$ cat src/rtl/uart_tx_sequencer_pkg.sv
// Shared state encodings, parity-type constants and parameter defaults
// for the UART transmit sequencer.
package uart_tx_sequencer_pkg;

    localparam int unsigned DATA_WIDTH_DEF = 8;
    localparam int unsigned PRESCALE_W_DEF = 6;

    localparam logic PAR_EVEN = 1'b0;
    localparam logic PAR_ODD  = 1'b1;

    typedef enum logic [2:0] {
        ST_IDLE   = 3'd0,
        ST_START  = 3'd1,
        ST_DATA   = 3'd2,
        ST_PARITY = 3'd3,
        ST_STOP1  = 3'd4,
        ST_STOP2  = 3'd5
    } tx_state_e;

endpackage

$ cat src/rtl/uart_tx_sequencer_parity_calc.sv
// Combinational parity of a data word; even or odd selected by par_odd.
module uart_parity_calc
    import uart_tx_sequencer_pkg::*;
#(
    parameter int unsigned DATA_WIDTH = DATA_WIDTH_DEF
) (
    input  logic [DATA_WIDTH-1:0] data,
    input  logic                  par_odd,
    output logic                  parity_c
);

    logic data_xor;

    assign data_xor = ^data;

    always_comb begin
        parity_c = data_xor;
        case (par_odd)
            PAR_EVEN: parity_c = data_xor;
            PAR_ODD:  parity_c = ~data_xor;
            default:  parity_c = data_xor;
        endcase
    end

endmodule

$ cat src/rtl/uart_tx_sequencer.sv
// UART frame transmitter: start, LSB-first data, optional parity, one or two
// stop bits; each bit lasts a programmable number of clocks.
module uart_tx_sequencer
    import uart_tx_sequencer_pkg::*;
#(
    parameter int unsigned DATA_WIDTH = DATA_WIDTH_DEF,
    parameter int unsigned PRESCALE_W = PRESCALE_W_DEF
) (
    input  logic                  i_clk,
    input  logic                  i_rst,
    input  logic                  i_data_valid,
    input  logic [DATA_WIDTH-1:0] i_data,
    input  logic                  i_par_en,
    input  logic                  i_par_odd,
    input  logic                  i_stop2,
    input  logic [PRESCALE_W-1:0] i_prescale,
    output logic                  o_tx,
    output logic                  o_busy,
    output logic                  o_done
);

    localparam int unsigned IDX_W = $clog2(DATA_WIDTH + 1);

    tx_state_e             state_q, state_d;
    logic [PRESCALE_W-1:0] cnt_q, cnt_d;
    logic [IDX_W-1:0]      idx_q, idx_d;
    logic [DATA_WIDTH-1:0] data_q;
    logic                  par_en_q, par_q, stop2_q;
    logic [PRESCALE_W-1:0] pre_q;

    logic                  load;
    logic                  tick;
    logic                  tx_d, busy_d, done_d;
    logic                  parity_c;
    logic [PRESCALE_W-1:0] reload_q_c, reload_in_c;
    logic [DATA_WIDTH-1:0] data_sh_c;

    uart_parity_calc #(
        .DATA_WIDTH (DATA_WIDTH)
    ) u_parity (
        .data     (i_data),
        .par_odd  (i_par_odd),
        .parity_c (parity_c)
    );

    // Prescale of zero behaves as one clock per bit
    assign reload_q_c  = (pre_q == '0) ? '0 : PRESCALE_W'(pre_q - PRESCALE_W'(1));
    assign reload_in_c = (i_prescale == '0) ? '0 : PRESCALE_W'(i_prescale - PRESCALE_W'(1));
    assign tick        = (cnt_q == '0);
    assign data_sh_c   = data_q >> idx_q;

    // Next-state, counters and next output values
    always_comb begin
        state_d = state_q;
        cnt_d   = tick ? cnt_q : PRESCALE_W'(cnt_q - PRESCALE_W'(1));
        idx_d   = idx_q;
        load    = 1'b0;
        tx_d    = 1'b1;
        busy_d  = 1'b1;
        done_d  = 1'b0;

        case (state_q)
            ST_IDLE: begin
                busy_d = 1'b0;
                if (i_data_valid) begin
                    load    = 1'b1;
                    state_d = ST_START;
                    cnt_d   = reload_in_c;
                    idx_d   = '0;
                end
            end
            ST_START: begin
                tx_d = 1'b0;
                if (tick) begin
                    state_d = ST_DATA;
                    cnt_d   = reload_q_c;
                end
            end
            ST_DATA: begin
                tx_d = data_sh_c[0];
                if (tick) begin
                    cnt_d = reload_q_c;
                    idx_d = IDX_W'(idx_q + IDX_W'(1));
                    if (idx_q == IDX_W'(DATA_WIDTH - 1)) begin
                        state_d = par_en_q ? ST_PARITY : ST_STOP1;
                    end
                end
            end
            ST_PARITY: begin
                tx_d = par_q;
                if (tick) begin
                    state_d = ST_STOP1;
                    cnt_d   = reload_q_c;
                end
            end
            ST_STOP1: begin
                if (tick) begin
                    cnt_d = reload_q_c;
                    if (stop2_q) begin
                        state_d = ST_STOP2;
                    end else begin
                        state_d = ST_IDLE;
                        done_d  = 1'b1;
                    end
                end
            end
            ST_STOP2: begin
                if (tick) begin
                    state_d = ST_IDLE;
                    done_d  = 1'b1;
                end
            end
            default: begin
                state_d = ST_IDLE;
                busy_d  = 1'b0;
                cnt_d   = '0;
            end
        endcase
    end

    // State, frame configuration and registered line outputs
    always_ff @(posedge i_clk or negedge i_rst) begin
        if (!i_rst) begin
            state_q  <= ST_IDLE;
            cnt_q    <= '0;
            idx_q    <= '0;
            data_q   <= '0;
            par_en_q <= 1'b0;
            par_q    <= 1'b0;
            stop2_q  <= 1'b0;
            pre_q    <= '0;
            o_tx     <= 1'b1;
            o_busy   <= 1'b0;
            o_done   <= 1'b0;
        end else begin
            state_q <= state_d;
            cnt_q   <= cnt_d;
            idx_q   <= idx_d;
            if (load) begin
                data_q   <= i_data;
                par_en_q <= i_par_en;
                par_q    <= parity_c;
                stop2_q  <= i_stop2;
                pre_q    <= i_prescale;
            end
            o_tx   <= tx_d;
            o_busy <= busy_d;
            o_done <= done_d;
        end
    end

endmodule
$ cat config.mk
export PLATFORM = sky130hd
export DESIGN_NAME = uart_tx_sequencer
export DESIGN_NICKNAME = d
export VERILOG_FILES = /design/src/rtl/uart_tx_sequencer_pkg.sv /design/src/rtl/uart_tx_sequencer_parity_calc.sv /design/src/rtl/uart_tx_sequencer.sv
export SDC_FILE = /design/constraint.sdc
export NUM_CORES = 1
export LEC_CHECK = 0
export CAP_MARGIN = 20
export CORE_ASPECT_RATIO = 0.75
export CORE_MARGIN = 5
export CORE_UTILIZATION = 35
export DETAILED_ROUTE_END_ITERATION = 10
export GPL_ROUTABILITY_DRIVEN = 0
export MAX_ROUTING_LAYER = met4
export PLACE_DENSITY = 0.6
export REMOVE_ABC_BUFFERS = 1
export SLEW_MARGIN = 20
export SYNTH_ARGS = -nofsm -noshare
export SYNTH_HDL_FRONTEND = slang
export SYNTH_HIERARCHICAL = 1
export SYNTH_SLANG_ARGS = --single-unit
$ cat constraint.sdc
create_clock -name i_clk -period 2.3 [get_ports i_clk]
set_input_delay 0.46 -clock i_clk [delete_from_list [all_inputs] [get_ports i_clk]]
set_output_delay 0.46 -clock i_clk [all_outputs]
set_load 0.01 [all_outputs]
# Word level (Yosys, flattened, before mapping)
# Index checks and enable logic that the tools add are counted.
[word_totals]
register_bits = 33
inputBits = 20
out_inout_bits = 3
elab_cells = 69
[classes]
addsub = 4
n_eq_ne = 13
shift = 1
mux = 28
bitwise = 2
reduce_logical = 10
[ops]
columns = ["cell", "n"]
rows = [
  ["6-bit two-way mux", 5],
  ["3-bit two-way mux", 9],
  ["6-bit zero test", 3],
  ["3-bit case mux with 6 select lines", 1],
  ["6-bit case mux with 3 select lines", 1],
  ["6-bit by 1-bit subtractor with 6-bit output (second input constant)", 3],
  ["2-bit != test (second input constant)", 7],
  ["4-bit two-way mux", 2],
  ["4-bit case mux with 2 select lines", 1],
  ["8-bit parity", 1],
  ["8-bit by 4-bit right shift with 1-bit output", 1],
  ["7-bit AND reduction", 1],
  ["3-bit by 2-bit equality test with 1-bit output (second input constant)", 2],
  ["3-bit equality test (second input constant)", 2],
  ["1-bit two-way mux", 6],
  ["5-bit OR reduction", 1],
  ["4-bit by 1-bit adder with 4-bit output (second input constant)", 1],
  ["4-bit by 3-bit equality test with 1-bit output (second input constant)", 1],
  ["1-bit case mux with 2 select lines", 2],
  ["4-bit OR reduction", 1],
  ["3-bit by 1-bit equality test with 1-bit output (second input constant)", 1],
  ["3-bit zero test", 1],
  ["1-bit case mux with 3 select lines", 1],
  ["3-bit AND reduction", 1],
  ["other kinds (2)", 3],
]

# Depth between registers and ports, before layout
# Gate-level depths: netlist of the first run.
[depth]
word_depth = 4
mapped_depth = 8
ltp_nobuf = 6

# Modules after synthesis
# Netlist of the first run, hierarchy kept.
[by_module_without_submodules]
columns = ["mod", "instances", "cells_each", "area_each_um2"]
rows = [
  ["uart_tx_sequencer", 1, 196, 1959.4],
  ["uart_parity_calc", 1, 7, 82.6],
]

# Worst setup path after synthesis of the first run
# No wires, ideal clock.
[synth_path]
kind = "flip-flop to flip-flop"
startpoint = "register cnt_q[0]"
endpoint = "register idx_q[3]"
arrival_ns = 1.938
required_ns = 2.179
setup_slack_ns = 0.241
stages_incl_launch_ff = 8
cell_sequence = "dfrtp_1 -> inv_1 -> ha_1 -> or4b_4 -> buf_6 -> nor3_1 -> mux2_2 -> a22o_1"
[synth_via]
elab_chain_cells = 3
[synth_rtl]
columns = ["item", "line", "text"]
rows = [
  ["start: declaration", "uart_tx_sequencer.sv:25", "logic [PRESCALE_W-1:0] cnt_q, cnt_d;"],
  ["start signal: assignment", "uart_tx_sequencer.sv:137", "cnt_q <= cnt_d;"],
  ["6-bit zero test", "uart_tx_sequencer.sv:49", "assign tick = (cnt_q == '0);"],
  ["2-bit != test (no source line)", "n/a", ""],
  ["3-bit AND reduction (no source line)", "n/a", ""],
  ["end signal: assignment", "uart_tx_sequencer.sv:138", "idx_q <= idx_d;"],
  ["end: declaration", "uart_tx_sequencer.sv:26", "logic [IDX_W-1:0] idx_q, idx_d;"],
]
# No other way between the ends.
# A chain may end at the register's enable or synchronous reset.

# Final worst setup path of the first run
# Ends and elaborated chain as after synthesis.

==> run summary, run 1 <==
The flow ran to the end, and the final reports show no timing, DRC or antenna violations. For the number of ports placed on the die boundary, the log shows 23. Switching power summed over all nets: 1.161 mW.

The tools report the relative contribution of combinational cells to total power as 44.7%. The logs give 0 for the number of nets with antenna violations after detailed routing and 255 for the number of nets in the finished design. The worst-case vdd ir drop was 0.0002991 V; the total power was 2.903 mW. Setup repair after global routing left no endpoint under its margin. The total of warnings raised by yosys is 6.

The post-synthesis async set-or-reset flop share works out to 100.0%. Clock latency at the later pin of the worst-skew pair: 0.28 ns. No sink is reached through more buffers than the 2 on the longest clock path. The number of global-route vias before repair is 1535, and the ratio of total power to cell area is 1174 nW/um^2. In this run the standard cell core region covers 5736 sq um. The tools report the DRC violation count after routing as 0. In the synthesized netlist, the number of instances is 203. CTS placed an instance of sky130_fd_sc_hd__clkbuf_8 at the clock tree root. Relative to the synthesized area, the layout overhead comes to 21.14%. Of the total power, the share spent switching nets is 39.99%. Clock tree synthesis inserted a total of 5 buffers.

In the routed layout, each cell is associated on average with a via count of 5.094. Yosys mapped a number of flops with a built-in enable equal to 0. Of the available clock period, the critical path in the final layout requires 92.02%. Leading register cell type out of synthesis: sky130_fd_sc_hd__dfrtp_1. The number of antenna violations at the first check in global routing was 0. Capturing element type of the critical path: a flop. The die is 76.15 um tall. In the layout the commonest cells are 32 x sky130_fd_sc_hd__dfrtp_1, 22 x sky130_fd_sc_hd__clkdlybuf4s50_1, 16 x sky130_fd_sc_hd__mux2_2.

In this run the static leakage power is 0.9995 nW. STA puts the critical path data required time at 2.48 ns. Headroom to the max-slew limit came out at 63.35%. The first-pass GRT wire length came out at 7424 um. The chip width was 98.20 um; the smallest setup slack after layout was 0.1835 ns.

The peak clock frequency supported by timing is 0.4725 GHz, and the initial core utilization is 35.60%. The max-slew violation count came out at 0. For this design, the sink count on the clock tree is 33. The quantity of hold-fixing buffers added after cts came out at 0. Data on the critical path arrives at its endpoint at 2.29 ns. The tools report the share of total power in the clock network as 15.5%. The synthesized design contains 33 register bits. OpenSTA, run right after detailed placement, puts the worst setup slack at 0.1854 ns. The run gives 4408 um as the wire length reported by the detailed router. Before antenna repair, the detailed router went through 4 iterations.

The final count of negative-setup-slack endpoints is 0, and the peak fanout along the critical path is 9. Routed length per instance: 14.36 um. Between clock sinks in the finished design, the worst skew comes to 0.008891 ns. The worst setup path is of the flop to flop kind.

The tools report the number of maximum-capacitance violations as 0. The library cell used most frequently in the layout, excluding fill and tap cells, is sky130_fd_sc_hd__dfrtp_1. Global routing used 12.56% of the available tracks. The register area share after synthesis is 40.50%. For this block, the initial DRC count from the detailed router was 151.

The via count is 1564, and the slew of the pin with the lowest slew margin is 0.5498 ns. Post-synthesis instance area: 2042 sq um. TritonCTS built the clock tree. The die covers 7478 sq um. Entering global routing, the biggest net connects 34 pins. Detailed placement finished with a half-perimeter wire length of 3299 um. The post-route minimum period works out to 2.117 ns. Port buffering added 22 buffers. The tools report the number of hold violations in the final report as 0. For this run the aggregate overflow at the end of global routing stands at 0.

Sequential cells account for 39.8% of the total power. The worst setup path is launched from a flop. The run gives 0 as the number of setup buffers added after CTS. The clock tree synthesis step divided the H-tree into 2 levels.

A synthesized cell averages 10.06 sq um. The share of post-route cells with drive strength above 1 works out to 17.03%. The repair_antennas step left the layout with diodes totalling 0. The path class of the tightest hold or removal check is flop to flop. Gates resized during post-CTS repair numbered 0. For the site row count, the log shows 24. After synthesis, the netlist uses 48 different library cells. The internal portion of the total power is 1.742 mW. After clock tree synthesis, the clock-pin slew on the worst setup and hold paths is 0.07 ns.
-- flip-flops by register name, summed over array words and instances, names as in the netlist --
name / count
idx_q: 4
state_q: 3
data_q: 8
o_tx: 1
pre_q: 6
cnt_q: 6
par_en_q: 1
par_q: 1
o_busy: 1
stop2_q: 1
o_done: 1
-- power groups by stage --
stage                     Clock [mW]  Sequential, mW  Combinational, mW
final                          0.449            1.15               1.30
after global placement             0            1.15               1.29
after floorplan                    0            1.08              0.926
after CTS                      0.463            1.15               1.31
after global routing           0.485            1.20               1.46
after detailed placement           0            1.16               1.29
-- layout make-up --
type                       count  area, sq um
multi-input combinational    146         1117
clock buffer                   6        82.58
timing repair buffer          30        292.8
fill                         551         3262
clock inverter                 1        7.507
tap                           78        97.59
sequential                    33        827.0
inverter                      13        48.80
-- worst max-delay path: stages (launching register included) --
cell,delay (ns)
sky130_fd_sc_hd__dfrtp_1,0.43
sky130_fd_sc_hd__inv_1,0.09
sky130_fd_sc_hd__ha_1,0.20
sky130_fd_sc_hd__or4b_4,0.55
sky130_fd_sc_hd__nor3_1,0.21
sky130_fd_sc_hd__mux2_2,0.35
sky130_fd_sc_hd__a22o_1,0.17
-- through the flow --
| step | hold WS, ns | cell area (sq um) | std cells | utilization (%) | TNS, ns |
|---|---|---|---|---|---|
| final | 0.5092 | 2474 | 307 | 43.13 | 0 |
| after global routing | 0.5162 | 2474 | 307 | 43.13 | 0 |
| after detailed placement | 0.4931 | 2384 | 300 | 41.56 | 0 |
| after global placement | 0.4889 | 2384 | 300 | 41.56 | 0 |
| after CTS | 0.5095 | 2474 | 307 | 43.13 | 0 |
| after floorplan | 0.1644 | 1984 | 192 | - | -2.746 |
-- cell usage after synthesis, types with 2 or more instances --
| master | number | area [sq um] |
|---|---|---|
| sky130_fd_sc_hd__buf_6 | 2 | 22.52 |
| sky130_fd_sc_hd__o21a_1 | 2 | 15.01 |
| sky130_fd_sc_hd__a311oi_1 | 2 | 17.52 |
| sky130_fd_sc_hd__a21oi_1 | 8 | 40.04 |
| sky130_fd_sc_hd__xnor2_1 | 8 | 70.07 |
| sky130_fd_sc_hd__mux2i_1 | 3 | 30.03 |
| sky130_fd_sc_hd__clkbuf_1 | 8 | 30.03 |
| sky130_fd_sc_hd__nor2_1 | 9 | 33.78 |
| sky130_fd_sc_hd__nand2b_1 | 3 | 18.77 |
| sky130_fd_sc_hd__nand2_1 | 13 | 48.80 |
| sky130_fd_sc_hd__nand4_1 | 3 | 18.77 |
| sky130_fd_sc_hd__dfrtp_1 | 32 | 800.8 |
| sky130_fd_sc_hd__ha_1 | 6 | 75.07 |
| sky130_fd_sc_hd__o211ai_1 | 5 | 37.54 |
| sky130_fd_sc_hd__o21bai_1 | 2 | 15.01 |
| sky130_fd_sc_hd__o22ai_1 | 2 | 12.51 |
| sky130_fd_sc_hd__o21ai_0 | 12 | 60.06 |
| sky130_fd_sc_hd__nor3_1 | 9 | 45.04 |
| sky130_fd_sc_hd__nor4_1 | 2 | 12.51 |
| sky130_fd_sc_hd__mux2_2 | 16 | 180.2 |
| sky130_fd_sc_hd__nor2b_1 | 3 | 18.77 |
| sky130_fd_sc_hd__xor2_1 | 5 | 43.79 |
| sky130_fd_sc_hd__a211oi_1 | 2 | 15.01 |
| sky130_fd_sc_hd__inv_1 | 12 | 45.04 |
| sky130_fd_sc_hd__or3_1 | 2 | 12.51 |
| sky130_fd_sc_hd__o221ai_1 | 3 | 26.28 |
| sky130_fd_sc_hd__a22o_1 | 4 | 35.03 |
| sky130_fd_sc_hd__nand3_1 | 5 | 25.02 |
-- cell families after synthesis --
| kind of cell | share of synthesized area [%] |
|---|---|
| AOI/OAI and AO/OA | 16.91 |
| adders and majority gates | 3.676 |
| and+or+nand+nor | 14.83 |
| xor gates and xnor gates | 7.476 |
| muxes | 11.40 |
| DFF | 40.50 |
| buffers and inverters | 5.208 |
-- metal layers --
metal	vias up	GRT usage, %	routed length [um]
met5	-	-	0
met4	0	4.366	64
met3	7	2.379	237
met2	34	17.05	1822
met1	736	18.54	2284
li1	787	-	-
-- worst paths after layout --
path | startpoint | slack (ns) | cells past startpoint | to
min in group asynchronous | i_rst | 0.57 | 2 | state_q[2]
max in group asynchronous | i_rst | 1.40 | 2 | o_tx
worst min-delay path | data_q[6] | 0.51 | 1 | data_q[6]
worst min register to register | data_q[6] | 0.51 | 1 | data_q[6]
worst max-delay path | cnt_q[0] | 0.18 | 6 | idx_q[3]
worst max register to register | cnt_q[0] | 0.18 | 6 | idx_q[3]
No activity file was read; power rests on OpenSTA's default activity.
==> run 2, diff against run 1 <==
--- a/config.mk
+++ b/config.mk
@@ -5,6 +5,7 @@
 export SDC_FILE = /design/constraint.sdc
 export NUM_CORES = 1
 export LEC_CHECK = 0
+export ABC_CLOCK_PERIOD_IN_PS = 2300
 export CAP_MARGIN = 20
 export CORE_ASPECT_RATIO = 0.75
 export CORE_MARGIN = 5
==> results of run 2 <==
Final layout, timing and power as in run 1 (identical DEF).
==> run 3, diff against run 2 <==
--- a/config.mk
+++ b/config.mk
@@ -5,7 +5,7 @@
 export SDC_FILE = /design/constraint.sdc
 export NUM_CORES = 1
 export LEC_CHECK = 0
-export ABC_CLOCK_PERIOD_IN_PS = 2300
+export ABC_CLOCK_PERIOD_IN_PS = 2200
 export CAP_MARGIN = 20
 export CORE_ASPECT_RATIO = 0.75
 export CORE_MARGIN = 5
==> constraint.sdc (replaced) <==
create_clock -name i_clk -period 2.2 [get_ports i_clk]
set_input_delay 0.44 -clock i_clk [delete_from_list [all_inputs] [get_ports i_clk]]
set_output_delay 0.44 -clock i_clk [all_outputs]
set_load 0.01 [all_outputs]
==> run 3 against run 2 <==
Effect of this change:
- setup slack worse by 0.032 ns
- clock power is 31% higher
- largest power group unchanged
- maximum frequency up 3.3%
- critical path type unchanged
==> run summary, run 3 (synthesis gave the netlist of run 1 again) <==
The flow ran to the end, and the final reports show no timing, DRC or antenna violations. The logs give 23 (unchanged) for the number of ports placed on the die boundary and 4248 um (-3.6%) for the wire length reported by the detailed router. The number of maximum-capacitance violations is 0 (unchanged). The number of nets in the finished design was 257 (+0.78%). The initial core utilization is 35.60% (unchanged).

The path type of the worst min-delay path is flop to flop. The port buffer count was 22 (unchanged); the die height was 76.15 um (unchanged). The part of the cycle the worst path needs is 93.13% (+1.1 points). The slew of the pin with the lowest slew margin works out to 0.5347 ns (-0.01505 ns). The clock latency at the later pin of the worst-skew pair was 0.28 ns (about the same); the via count was 1562 (-0.13%).

For the first-pass GRT wire length, the log shows 7286 um (-1.9%). The top cell types in the final layout, fill and taps aside, are 32 x sky130_fd_sc_hd__dfrtp_1, 22 x sky130_fd_sc_hd__clkdlybuf4s50_1, 16 x sky130_fd_sc_hd__mux2_2. The tools report the first-pass detailed-route iteration total as 4 (unchanged). The final count of negative-setup-slack endpoints came out at 0 (unchanged). The startpoint class of the critical path is a flop.

TritonCTS built the clock tree. The multi-input logic area came out at 1117 sq um (unchanged). For the die outline area, the log shows 7478 sq um (unchanged). The smallest setup slack after layout was 0.1511 ns (-0.03236 ns). DRC violation count after routing: 0 (unchanged). The ratio of total power to cell area is 1250 nW/um^2 (+6.6%).

The run gives 0 (unchanged) as the total global routing overflow. The library cell used most frequently in the layout, excluding fill and tap cells, is sky130_fd_sc_hd__dfrtp_1. The site row count is 24 (unchanged). The routed length per instance came out at 13.70 um (-4.6%). The run gives 0.4881 GHz (+3.3%) as the peak clock frequency supported by timing. The run gives 2 (unchanged) as the deepest clock path buffer count. Clock transition at the register clock pins on the worst setup and hold paths after CTS: 0.07 ns (about the same). The tools report the final-layout fill cell count as 544 (-1.3%).

STA classifies the critical path endpoint as a flop. Post-route minimum period: 2.049 ns (-0.06764 ns). The logs give 34 (unchanged) for the largest net degree at the start of global routing and 5736 sq um (unchanged) for the core footprint. Footprint of the flip-flops and latches: 827.0 sq um (unchanged). The worst-case vdd ir drop was 0.0005204 V (+74%).

data_q holds more flip-flops than any other register. The number of antenna violations at the first check in global routing came out at 0 (unchanged). The clock sink count is 33 (unchanged). The largest registers in the layout are data_q (8), cnt_q (6), pre_q (6). The chip width works out to 98.20 um (unchanged). The run gives 0 (unchanged) as the number of setup buffers added after CTS. Setup repair after global routing left no endpoint under its margin.

The tools report the standby leakage power as 1.022 nW (+2.2%). The detailed-route vias per instance came out at 5.039 (-1.1%). The logs give 0 (unchanged) for the number of diodes added for antenna fixing and 0.007676 ns (-0.001216 ns) for the final worst clock skew. The number of nets with antenna violations after detailed routing is 0 (unchanged). Flip-flop count of the largest register, all copies and words added: 8 (unchanged). Compared with the post-synthesis result, the final layout area differs by 22.55%. Total global routing track utilization: 12.27% (-0.29 points).

The total CTS buffers came out at 5 (unchanged). The share of post-route cells with drive strength above 1 works out to 17.67% (+0.64 points). The final design utilization came out at 43.63% (+0.50 points).

The worst-case register-to-register setup slack was 0.15 ns (-0.03 ns); the post-cts repair resize count was 0 (unchanged). For the quantity of hold-fixing buffers added after cts, the log shows 0 (unchanged). The DRC violation total after the first TritonRoute iteration was 95 (-37%); the detailed-placement wirelength estimate was 3230 um (-2.1%).

The endpoint arrival time on the critical path is 2.22 ns (-0.07 ns). The logs give 2 (unchanged) for the count of H-tree levels built during CTS and 63.43% (+0.081 points) for the worst-case headroom to the max-slew limit. The peak fanout along the critical path was 9 (unchanged); the max-slew violation count was 0 (unchanged). The tools report the clock root buffer as sky130_fd_sc_hd__clkbuf_8. The worst path required time is 2.37 ns (-0.11 ns).

The setup path with the least slack is of type flop to flop. The number of global-route vias before repair was 1528 (-0.46%). The logs give 0 (unchanged) for the number of hold violations in the final report and 0.03449 ns (-0.1510 ns) for the placement-stage worst setup slack.
==> run 3: cell types whose count changed in the layout (fill, tap and decap cells not counted) <==
| cell | previous run | this run |
|---|---|---|
| sky130_fd_sc_hd__clkinvlp_4 | 1 | 0 |
| sky130_fd_sc_hd__buf_4 | 7 | 10 |
| sky130_fd_sc_hd__clkbuf_1 | 0 | 1 |
| sky130_fd_sc_hd__buf_12 | 1 | 0 |
| sky130_fd_sc_hd__bufinv_16 | 0 | 1 |
==> run 3: final cells by class <==
| cell class | count | area share (%) |
|---|---|---|
| Inverter | 13 | 1.950 |
| Tap cell | 78 | 3.900 |
| Timing Repair Buffer | 32 | 11.80 |
| Sequential cell | 33 | 33.05 |
| Clock inverter | 1 | 1.200 |
| Multi-Input combinational cell | 146 | 44.65 |
| Clock buffer | 7 | 3.450 |
==> run 3: through the flow <==
step | std cells | cell area, sq um | setup TNS (ns) | total power, mW | hold slack [ns]
after global routing | 310 | 2502 | 0 | 3.397 | 0.5335
after floorplan | 192 | 1984 | -4.885 | 2.096 | 0.1444
after global placement | 302 | 2386 | 0 | 2.530 | 0.4876
final | 310 | 2502 | 0 | 3.129 | 0.5091
after CTS | 310 | 2502 | 0 | 3.143 | 0.5128
after detailed placement | 302 | 2386 | 0 | 2.541 | 0.4951
==> run 3: path summary, 6_finish.rpt <==
kind                                 from   endpoint  depth (start not counted)
worst min-delay path            data_q[6]  data_q[6]                          1
min in group asynchronous           i_rst     o_done                          2
worst max register to register   cnt_q[1]   idx_q[3]                          6
max in group asynchronous           i_rst       o_tx                          2
worst max-delay path             cnt_q[1]   idx_q[3]                          6
worst min register to register  data_q[6]  data_q[6]                          1
==> run 3: critical path, cell delays in order (launching register included) <==
cell and delay, ns:
sky130_fd_sc_hd__dfrtp_1 0.42, sky130_fd_sc_hd__inv_1 0.09, sky130_fd_sc_hd__ha_1 0.15, sky130_fd_sc_hd__or4b_4 0.55
sky130_fd_sc_hd__nor3_1 0.21, sky130_fd_sc_hd__mux2_2 0.35, sky130_fd_sc_hd__a22o_1 0.18
==> run 3: per-layer routing <==
layer	GRT usage (%)	wire length [um]
met1	17.98	2301
met2	16.58	1761
met3	3.294	164
met4	3.274	21
met5	-	0
==> run 3: power by group <==
part | internal [mW] | leakage, nW | switching (mW)
combinational | 0.691 | 0.559 | 0.669
sequential | 0.881 | 0.404 | 0.300
clock | 0.369 | 0.0585 | 0.218
total | 1.94 | 1.02 | 1.19
